===== src/rtl/clut_writer_pkg.sv =====
// rtl/clut_writer_pkg.sv - shared widths, screen geometry and register map for the pixel pipeline
package clut_writer_pkg;

  localparam int CHANW     = 4;
  localparam int COLRW     = 3 * CHANW;
  localparam int CIDXW     = 4;
  localparam int CORDW     = 16;
  localparam int H_RES     = 640;
  localparam int V_RES     = 480;
  localparam int SPR_DRAWW = 64;
  localparam int SPR_DRAWH = 64;
  localparam int ADDRW     = 5;
  localparam int DATAW     = 16;

  localparam logic [ADDRW-1:0] CLUT_BASE = 5'h00;
  localparam logic [ADDRW-1:0] REG_SPRX  = 5'h10;
  localparam logic [ADDRW-1:0] REG_SPRY  = 5'h11;

  typedef enum logic [1:0] {
    DEC_CLUT,
    DEC_SPRX,
    DEC_SPRY,
    DEC_BAD
  } dec_e;

  // Upper address bits select the CLUT window; everything above the two sprite regs is invalid.
  function automatic dec_e decode(input logic [ADDRW-1:0] a);
    if (a[ADDRW-1:CIDXW] == CLUT_BASE[ADDRW-1:CIDXW]) return DEC_CLUT;
    else if (a == REG_SPRX) return DEC_SPRX;
    else if (a == REG_SPRY) return DEC_SPRY;
    else return DEC_BAD;
  endfunction

endpackage


===== src/rtl/clut_writer_sync_fifo.sv =====
// rtl/clut_writer_sync_fifo.sv - single-clock FIFO holding CLUT writes until blanking
module sync_fifo #(
  parameter int WIDTH = 16,
  parameter int DEPTH = 8
) (
  input  logic             clk,
  input  logic             rst,
  input  logic             push,
  input  logic [WIDTH-1:0] push_data,
  input  logic             pop,
  output logic [WIDTH-1:0] pop_data,
  output logic             full,
  output logic             empty
);

  localparam int AW = $clog2(DEPTH);

  logic [AW:0]      wr_ptr_q, wr_ptr_d;
  logic [AW:0]      rd_ptr_q, rd_ptr_d;
  logic [WIDTH-1:0] mem_q [DEPTH];
  logic             do_push, do_pop;

  // Extra MSB on each pointer distinguishes full from empty when the index bits match.
  assign full     = (wr_ptr_q[AW] != rd_ptr_q[AW]) && (wr_ptr_q[AW-1:0] == rd_ptr_q[AW-1:0]);
  assign empty    = (wr_ptr_q == rd_ptr_q);
  assign do_push  = push && !full;
  assign do_pop   = pop && !empty;
  assign pop_data = mem_q[rd_ptr_q[AW-1:0]];

  always_comb begin
    wr_ptr_d = wr_ptr_q;
    rd_ptr_d = rd_ptr_q;
    if (do_push) wr_ptr_d = wr_ptr_q + (AW+1)'(1);
    if (do_pop)  rd_ptr_d = rd_ptr_q + (AW+1)'(1);
  end

  always_ff @(posedge clk) begin
    if (rst) begin
      wr_ptr_q <= '0;
      rd_ptr_q <= '0;
    end else begin
      wr_ptr_q <= wr_ptr_d;
      rd_ptr_q <= rd_ptr_d;
    end
  end

  always_ff @(posedge clk) begin
    if (do_push) mem_q[wr_ptr_q[AW-1:0]] <= push_data;
  end

endmodule


===== src/rtl/clut_writer.sv =====
// rtl/clut_writer.sv - CPU writer for CLUT entries and sprite position, updating only in blanking
module clut_writer
  import clut_writer_pkg::*;
#(
  parameter int CORDW      = clut_writer_pkg::CORDW,
  parameter int COLRW      = clut_writer_pkg::COLRW,
  parameter int CIDXW      = clut_writer_pkg::CIDXW,
  parameter int FIFO_DEPTH = 8,
  parameter int RST_SPRX   = 288,
  parameter int RST_SPRY   = 208
) (
  input  logic                    clk,
  input  logic                    rst,
  input  logic                    cpu_valid,
  output logic                    cpu_ready,
  input  logic [4:0]              cpu_addr,
  input  logic [15:0]             cpu_data,
  input  logic                    vblank,
  input  logic                    frame,
  output logic                    mem_we,
  output logic [CIDXW-1:0]        mem_addr,
  output logic [COLRW-1:0]        mem_data,
  output logic signed [CORDW-1:0] sprx,
  output logic signed [CORDW-1:0] spry,
  output logic                    err
);

  localparam int ENTW = CIDXW + COLRW;

  dec_e            dec;
  logic            accept, push, pop;
  logic            fifo_full, fifo_empty;
  logic [ENTW-1:0] pop_entry;

  logic                    mem_we_q, mem_we_d;
  logic [CIDXW-1:0]        mem_addr_q, mem_addr_d;
  logic [COLRW-1:0]        mem_data_q, mem_data_d;
  logic signed [CORDW-1:0] shadow_x_q, shadow_x_d;
  logic signed [CORDW-1:0] shadow_y_q, shadow_y_d;
  logic signed [CORDW-1:0] sprx_q, sprx_d;
  logic signed [CORDW-1:0] spry_q, spry_d;
  logic                    err_q, err_d;

  assign cpu_ready = !fifo_full && !rst;
  assign accept    = cpu_valid && cpu_ready;
  assign dec       = decode(cpu_addr);
  assign push      = accept && (dec == DEC_CLUT);
  assign pop       = vblank && !fifo_empty;

  sync_fifo #(
    .WIDTH (ENTW),
    .DEPTH (FIFO_DEPTH)
  ) u_fifo (
    .clk       (clk),
    .rst       (rst),
    .push      (push),
    .push_data ({cpu_addr[CIDXW-1:0], cpu_data[COLRW-1:0]}),
    .pop       (pop),
    .pop_data  (pop_entry),
    .full      (fifo_full),
    .empty     (fifo_empty)
  );

  always_comb begin
    mem_we_d   = pop;
    mem_addr_d = mem_addr_q;
    mem_data_d = mem_data_q;
    shadow_x_d = shadow_x_q;
    shadow_y_d = shadow_y_q;
    sprx_d     = sprx_q;
    spry_d     = spry_q;
    err_d      = err_q;

    if (pop) begin
      mem_addr_d = pop_entry[ENTW-1:COLRW];
      mem_data_d = pop_entry[COLRW-1:0];
    end

    if (accept) begin
      case (dec)
        DEC_SPRX: shadow_x_d = CORDW'($signed(cpu_data));
        DEC_SPRY: shadow_y_d = CORDW'($signed(cpu_data));
        DEC_BAD:  err_d      = 1'b1;
        default:  ;
      endcase
    end

    // Live position samples the shadow as it stood before this edge's CPU write.
    if (frame) begin
      sprx_d = shadow_x_q;
      spry_d = shadow_y_q;
    end
  end

  always_ff @(posedge clk) begin
    if (rst) begin
      mem_we_q   <= 1'b0;
      mem_addr_q <= '0;
      mem_data_q <= '0;
      shadow_x_q <= CORDW'(RST_SPRX);
      shadow_y_q <= CORDW'(RST_SPRY);
      sprx_q     <= CORDW'(RST_SPRX);
      spry_q     <= CORDW'(RST_SPRY);
      err_q      <= 1'b0;
    end else begin
      mem_we_q   <= mem_we_d;
      mem_addr_q <= mem_addr_d;
      mem_data_q <= mem_data_d;
      shadow_x_q <= shadow_x_d;
      shadow_y_q <= shadow_y_d;
      sprx_q     <= sprx_d;
      spry_q     <= spry_d;
      err_q      <= err_d;
    end
  end

  assign mem_we   = mem_we_q;
  assign mem_addr = mem_addr_q;
  assign mem_data = mem_data_q;
  assign sprx     = sprx_q;
  assign spry     = spry_q;
  assign err      = err_q;

endmodule


===== config.mk =====
export PLATFORM = sky130hd
export DESIGN_NAME = clut_writer
export DESIGN_NICKNAME = d
export VERILOG_FILES = /design/src/rtl/clut_writer_pkg.sv /design/src/rtl/clut_writer_sync_fifo.sv /design/src/rtl/clut_writer.sv
export SDC_FILE = /design/constraint.sdc
export NUM_CORES = 1
export LEC_CHECK = 0
export ABC_AREA = 1
export CORE_MARGIN = 2
export CORE_UTILIZATION = 57
export CTS_CLUSTER_DIAMETER = 120
export DETAILED_ROUTE_END_ITERATION = 12
export HOLD_SLACK_MARGIN = 0.03
export PLACE_DENSITY_LB_ADDON = 0.08
export SLEW_MARGIN = 20
export SYNTH_ARGS = -nofsm -noshare
export SYNTH_HDL_FRONTEND = slang
export SYNTH_HIERARCHICAL = 1
export SYNTH_SLANG_ARGS = --single-unit
export TNS_END_PERCENT = 10

===== constraint.sdc =====
create_clock -name clk -period 3 [get_ports clk]
set_clock_uncertainty 0.1 [all_clocks]
set_input_delay 0.45 -clock clk [delete_from_list [all_inputs] [get_ports clk]]
set_output_delay 0.45 -clock clk [all_outputs]
set_load 0.05 [all_outputs]

==> results of run 1 <==
[layer usage]
layer	share of wire [%]	up-vias	global-route usage, %
li1	-	3122	-
met1	45	3027	32.9
met2	48	224	40.1
met3	5.5	39	3.04
met4	1.8	0	6.14
met5	0	-	0
[layout make-up]
| class | count | area share [%] |
|---|---|---|
| well taps | 184 | 2.22 |
| clock buffers | 33 | 6.71 |
| multi-input cells | 598 | 24.4 |
| inverters | 44 | 1.60 |
| flip-flops and latches | 221 | 55.1 |
| clock inverters | 7 | 0.882 |
| repair buffers | 97 | 9.10 |
[power breakdown]
| group | internal, W | switching (W) |
|---|---|---|
| clock network | 0.00177 | 0.00110 |
| logic | 0.000228 | 0.000514 |
| registers | 0.00327 | 0.0000362 |
[how the worst max path moves through the flow]
stage                                    start                             to  slack, ps  depth (start not counted)
2_1_floorplan  u_fifo/wr_ptr_q[2]$_SDFFE_PP0P_   u_fifo/mem_q[1][0]$_DFFE_PP_         20                         12
3_5_place_dp   u_fifo/wr_ptr_q[2]$_SDFFE_PP0P_   u_fifo/mem_q[3][1]$_DFFE_PP_        280                         11
6_report       u_fifo/wr_ptr_q[2]$_SDFFE_PP0P_                      cpu_ready        240                          7
5_1_grt        u_fifo/wr_ptr_q[2]$_SDFFE_PP0P_                      cpu_ready        150                          7
4_1_cts        u_fifo/wr_ptr_q[2]$_SDFFE_PP0P_                      cpu_ready        260                          7
3_3_place_gp                               rst  u_fifo/mem_q[3][11]$_DFFE_PP_        350                          7
[synth_stat cells]
cell      count  area share [%]
clkbuf_2      3            0.17
nand2_2       1           0.073
clkinv_1      2           0.087
clkbuf_1     29             1.3
nand3_2       2            0.23
inv_2         2           0.087
xor2_1        1            0.10
edfxtp_1    128              45
ha_1          2            0.29
a21oi_1      10            0.58
inv_1        40             1.7
nand4_2       1            0.15
nor2_2        1           0.073
buf_4         4            0.35
nand3_1      20             1.2
o21ai_1      14            0.81
buf_2         8            0.46
nor2_4        2            0.26
nor2_1      264              11
nand2_1     155             6.8
buf_6         3            0.39
dfxtp_1      93              22
o21ai_0     125             7.3
[flip-flops by register name (all words and copies together) (netlist names), named ones only]
register	flops
u_fifo/rd_ptr_q	4
u_fifo/wr_ptr_q	4
shadow_y_q	16
mem_we	1
spry	16
u_fifo/mem_q	128
err	1
sprx	16
shadow_x_q	16
mem_data	12
mem_addr	4
[critical path, stage by stage (launching register included)]
cell,delay [ps]
dfxtp_1,450
inv_1,120
nand2_1,80
nand2_1,80
nand4_2,230
inv_1,110
nor2_4,120
dlygate4sd2_1,540
[stage by stage]
stage,std cells,utilization (%),area [sq um],hold WS (ps)
2_1_floorplan,910,-,8620,329
3_3_place_gp,1144,65.3,9570,348
3_5_place_dp,1144,65.3,9570,346
4_1_cts,1184,70.7,10400,366
5_1_grt,1184,70.7,10400,381
6_report,1184,70.7,10400,360
[cell families after synthesis]
kind of cell | count (synthesis)
flops | 221
xor+xnor | 1
fa+ha+maj | 2
simple gates | 446
buf+inv | 91
compound gates | 149
==> flow_summary_export.csv, run 1 <==
group,metric,value,unit
status,status,"finished clean",
layout,multi_input_comb_area,2520,sq um
worst_hold_path,min_to,"sprx[8]$_SDFFE_PP1P_",
timing,rsz0062_at_grt,"false",
route,post-route-drc-count,0,
clock_tree,post_cts_buffers,0,
clock_tree,cts_max_path_buffers,3,
clock_tree,cts-hold-fix-buffers,0,
placed_design,hpwl,11900,microns
layout,diodes,0,
global_routing,grt_pass1_vias,6196,
synthesis,synth_cells,910,
timing,post-route-period-util,92.1,%
flow_run,cap_viol_max_count,0,
synthesis,synth-warning-count,6,
timing,worstMarginPinSlew,1010,ps
synthesis,synth_compound_area_share,8.65,%
worst_hold_path,min_path_type,"flop to flop",
worst_hold_path,hold_depth,2,
synthesis,synth_xor_area_share,0.102,%
route,dr.pass1.iters,6,
route,wl_per_cell,16.1,microns
setup_path,r2r_cells,11,
clock_tree,clock_latency,500,ps
clock_tree,cts_resized,1,
layout,final.fill_count,1054,
die,dieHeight,127,microns
layout,layout_commonest_cell,"nor2_1",
placed_design,gp_congestion,0.941,
synthesis,synthMuxAreaShare,0,%
route,dr.first_iter.drc_count,576,
setup_path,crit_type,"flop to output port",
clock_tree,h-tree-depth,1,
clock_tree,cts_root_buf,"clkbuf_16",
synthesis,synth_adder_area_share,0.290,%
global_routing,grt_max_degree,65,
die,die_area,16100,sq um
timing,final-setup-viol-count,0,
synthesis,syn_avg_cell_area,9.47,sq um
die,initial_utilization,58.9,%
route,postRouteAntennaNets,0,
timing,layout_setup_ws,236,ps
timing,slew_headroom,32.6,%
global_routing,grt_pass1_wl,30800,microns
synthesis,synth-simple-area-share,20.2,%
layout,final_nets,1012,
die,die_w,127,microns
setup_path,endpoint_kind,"output port",
timing,hold_violations,0,
die,row_count,44,
route,vias,6412,
layout,ff_latch_area,5710,sq um
setup_path,worstPathArrival,2210,ps
die,pin_count,77,
power,leakagePower,4.03,nW
route,vias_per_cell,5.42,
layout,area_growth,20.1,%
synthesis,synth_seq_area_share,66.2,%
clock_tree,cts_inserted_buffers,22,
power,finalPower,0.00692,W
global_routing,grt_overflow,0,
synthesis,syn_area,8620,sq um
placed_design,portBuffers,76,
global_routing,antenna_found_initial,0,
power,p_per_area,669,nW/um^2
setup_path,r2r_start,"u_fifo/wr_ptr_q[2]$_SDFFE_PP0P_",
route,drt-total-wl,19000,microns
setup_path,critPathMaxFanout,11,
die,fp.coreArea,14600,sq um
synthesis,synth_nets,938,
layout,drive_gt1_share,6.90,%
timing,fin_crit,2760,ps
timing,setup_tns,0,ps
synthesis,synth_cell_types,23,
power,ir_drop,441,uV
layout,mostFrequentLayoutCells,"nor2_1 (262), nand2_1 (155), edfxtp_1 (128)",
setup_path,cp.required,2450,ps
global_routing,grt_usage,23.7,%
worst_hold_path,min_from,"sprx[8]$_SDFFE_PP1P_",
clock_tree,cts_tree,"done",
timing,final_max_slew_viol_count,0,
setup_path,startpoint_type,"flop",
synthesis,synth_seq_cells,221,
synthesis,synth_top_family_by_area,"simple AND/OR/NAND/NOR gates",
timing,fmaxAchievable,0.362,GHz
setup_path,r2r_slack,390,ps
clock_tree,clkTransAtPathRegs,60,ps
placed_design,dp_slack,277,ps
clock_tree,cts.sinks,221,
setup_path,reg2reg_to,"u_fifo/mem_q[1][6]$_DFFE_PP_",
Power figures use the tool's default switching activity.
==> run 2, diff against run 1 <==
--- a/config.mk
+++ b/config.mk
@@ -6,8 +6,8 @@
 export NUM_CORES = 1
 export LEC_CHECK = 0
 export ABC_AREA = 1
-export CORE_MARGIN = 2
-export CORE_UTILIZATION = 57
+export CORE_MARGIN = 3
+export CORE_UTILIZATION = 35
 export CTS_CLUSTER_DIAMETER = 120
 export DETAILED_ROUTE_END_ITERATION = 12
 export HOLD_SLACK_MARGIN = 0.03
==> run 2 against run 1 <==
  * Final area rose by 1.2%
  * Setup slack improved by 68 ps
  * Clock power fell by 4%
  * Wire length rose by 11%
  * Cell count rose by 12%
  * Die area rose by 65%
  * Global-route usage fell by 7.7 points
  * Via count fell by 3.9%
  * Largest power group unchanged
  * Critical endpoint unchanged
  * Total power fell by 1.5%
==> flow_summary_export.csv, run 2 (synthesized netlist as in run 1, its figures left out) <==
group,metric,value,unit
status,status,"finished clean",
clock_tree,cts_max_path_buffers,3,
route,postRouteAntennaNets,0,
power,leakagePower,4.00,nW
setup_path,endpoint_kind,"output port",
setup_path,crit_type,"flop to output port",
layout,mostFrequentLayoutCells,"nor2_1 (263), nand2_1 (155), edfxtp_1 (128)",
clock_tree,cts_root_buf,"clkbuf_16",
route,drt-total-wl,21100,microns
clock_tree,h-tree-depth,1,
route,vias,6159,
setup_path,critPathLaunch,"u_fifo/wr_ptr_q[2]$_SDFFE_PP0P_",
timing,final-setup-viol-count,0,
worst_hold_path,min_from,"sprx[5]$_SDFFE_PP1P_",
die,dieHeight,163,microns
setup_path,worstPathArrival,2150,ps
timing,fin_hold_ws,360,ps
timing,worstMarginPinSlew,667,ps
global_routing,grt_overflow,0,
layout,layout_commonest_cell,"nor2_1",
layout,largest_register_ffs,128,
layout,utilization,44.0,%
setup_path,cp.required,2450,ps
die,fp.coreArea,23800,sq um
timing,slew_headroom,55.6,%
layout,area_growth,21.5,%
timing,layout_setup_ws,304,ps
die,row_count,56,
route,wl_per_cell,15.9,microns
layout,drive_gt1_share,6.65,%
setup_path,r2r_cells,11,
power,p_per_area,651,nW/um^2
clock_tree,cts_inserted_buffers,24,
layout,final_area,10500,sq um
timing,rsz0062_at_grt,"false",
layout,final_nets,1017,
layout,multi_input_comb_area,2520,sq um
placed_design,dp_slack,463,ps
setup_path,cp_slowest_stage_delay,540,ps
power,ir_drop,305,uV
layout,final.fill_count,2402,
global_routing,grt_pass1_vias,6065,
setup_path,r2r_start,"u_fifo/wr_ptr_q[2]$_SDFFE_PP0P_",
route,vias_per_cell,4.64,
placed_design,dpl-instance-area,9750,sq um
setup_path,startpoint_type,"flop",
timing,fin_crit,2700,ps
clock_tree,clkTransAtPathRegs,60,ps
timing,post-route-period-util,89.9,%
clock_tree,clock_latency,500,ps
timing,final_max_slew_viol_count,0,
timing,fmaxAchievable,0.371,GHz
placed_design,gp_congestion,0.815,
layout,diodes,0,
setup_path,cp_slowest_cell,"dlygate4sd2_1",
die,die_w,163,microns
worst_hold_path,hold_depth,2,
layout,ff_latch_area,5710,sq um
placed_design,hpwl,13400,microns
global_routing,grt_usage,16.0,%
clock_tree,cts.sinks,221,
global_routing,grt_pass1_wl,33800,microns
timing,setup_tns,0,ps
die,pin_count,77,
die,die_area,26500,sq um
setup_path,critPathMaxFanout,11,
timing,hold_violations,0,
route,dr.first_iter.drc_count,358,
global_routing,grt_max_degree,65,
placed_design,portBuffers,76,
worst_hold_path,min_path_type,"flop to flop",
route,dr.pass1.iters,5,
flow_run,cap_viol_max_count,0,
die,initial_utilization,36.2,%
setup_path,crit_chain,"inv_1 > nand2_1 > nand2_1 > nand4_2 > inv_1 > nor2_4 > dlygate4sd2_1",
global_routing,antenna_found_initial,0,
route,post-route-drc-count,0,
clock_tree,cts_tree,"done",
==> run 2: cell count changes in the layout (fill, tap and decap cells not counted) <==
| cell | change |
|---|---|
| clkinv_1 | +4 |
| clkinvlp_2 | +2 |
| clkbuf_1 | +6 |
| dfxtp_1 | -2 |
| nor2_2 | -1 |
| dfxtp_2 | +2 |
| bufinv_16 | -1 |
| clkbuf_8 | -6 |
| clkbuf_16 | +1 |
| buf_4 | +4 |
| clkinv_4 | -2 |
| buf_12 | -1 |
| nor2_1 | +1 |
==> run 2: timing repair <==
action / 4_1_cts / 5_1_grt
endpoints found under the setup margin: 1 / 0
endpoints found under the hold margin: 0 / 0
buffers inserted: 0 / 0
resized for setup: 1 / 0
hold buffers: 0 / 0
==> run 2: final cells by class <==
cell class              count  area share [%]
clock buffers              34            6.29
clock inverters            10           0.657
inverters                  44            1.58
multi-input cells         598            24.1
flip-flops and latches    221            54.5
well taps                 319            3.81
repair buffers            100            9.09
==> run 2: path summary, 6_finish.rpt <==
kind	to	slack, ps
hold / removal	sprx[5]$_SDFFE_PP1P_	360
hold reg to reg	sprx[5]$_SDFFE_PP1P_	360
setup / recovery	cpu_ready	300
setup reg to reg	u_fifo/mem_q[1][13]$_DFFE_PP_	510
==> run 2: power breakdown <==
| group | internal [W] | leakage (nW) | switching [W] |
|---|---|---|---|
| Sequential | 0.00328 | 1.91 | 0.0000408 |
| Clock | 0.00161 | 0.349 | 0.00114 |
| Combinational | 0.000231 | 1.74 | 0.000525 |
| Total | 0.00512 | 4.00 | 0.00170 |
==> run 2: stage by stage <==
stage / instances / total power (W)
after floorplan: 910 / 0.00385
after global placement: 1282 / 0.00415
after detailed placement: 1282 / 0.00415
after CTS: 1326 / 0.00692
after global routing: 1326 / 0.00711
final: 1326 / 0.00682
==> run 2: routing by layer <==
layer / share of wire (%) / GRT usage (%) / vias to the layer above / routed length, microns
met5: 0 / 0 / - / 0
met4: 1.4 / 3.81 / 0 / 300
met3: 4.8 / 3.10 / 22 / 1010
met2: 44 / 24.2 / 117 / 9170
met1: 50 / 23.9 / 2885 / 10600
li1: - / - / 3135 / -
==> run 2: worst max-delay path: cells and delay by family (launching register included) <==
kind	cells	cell delay, ps
flip-flops	1	430
buffers and inverters	3	750
AND/OR/NAND/NOR	4	480
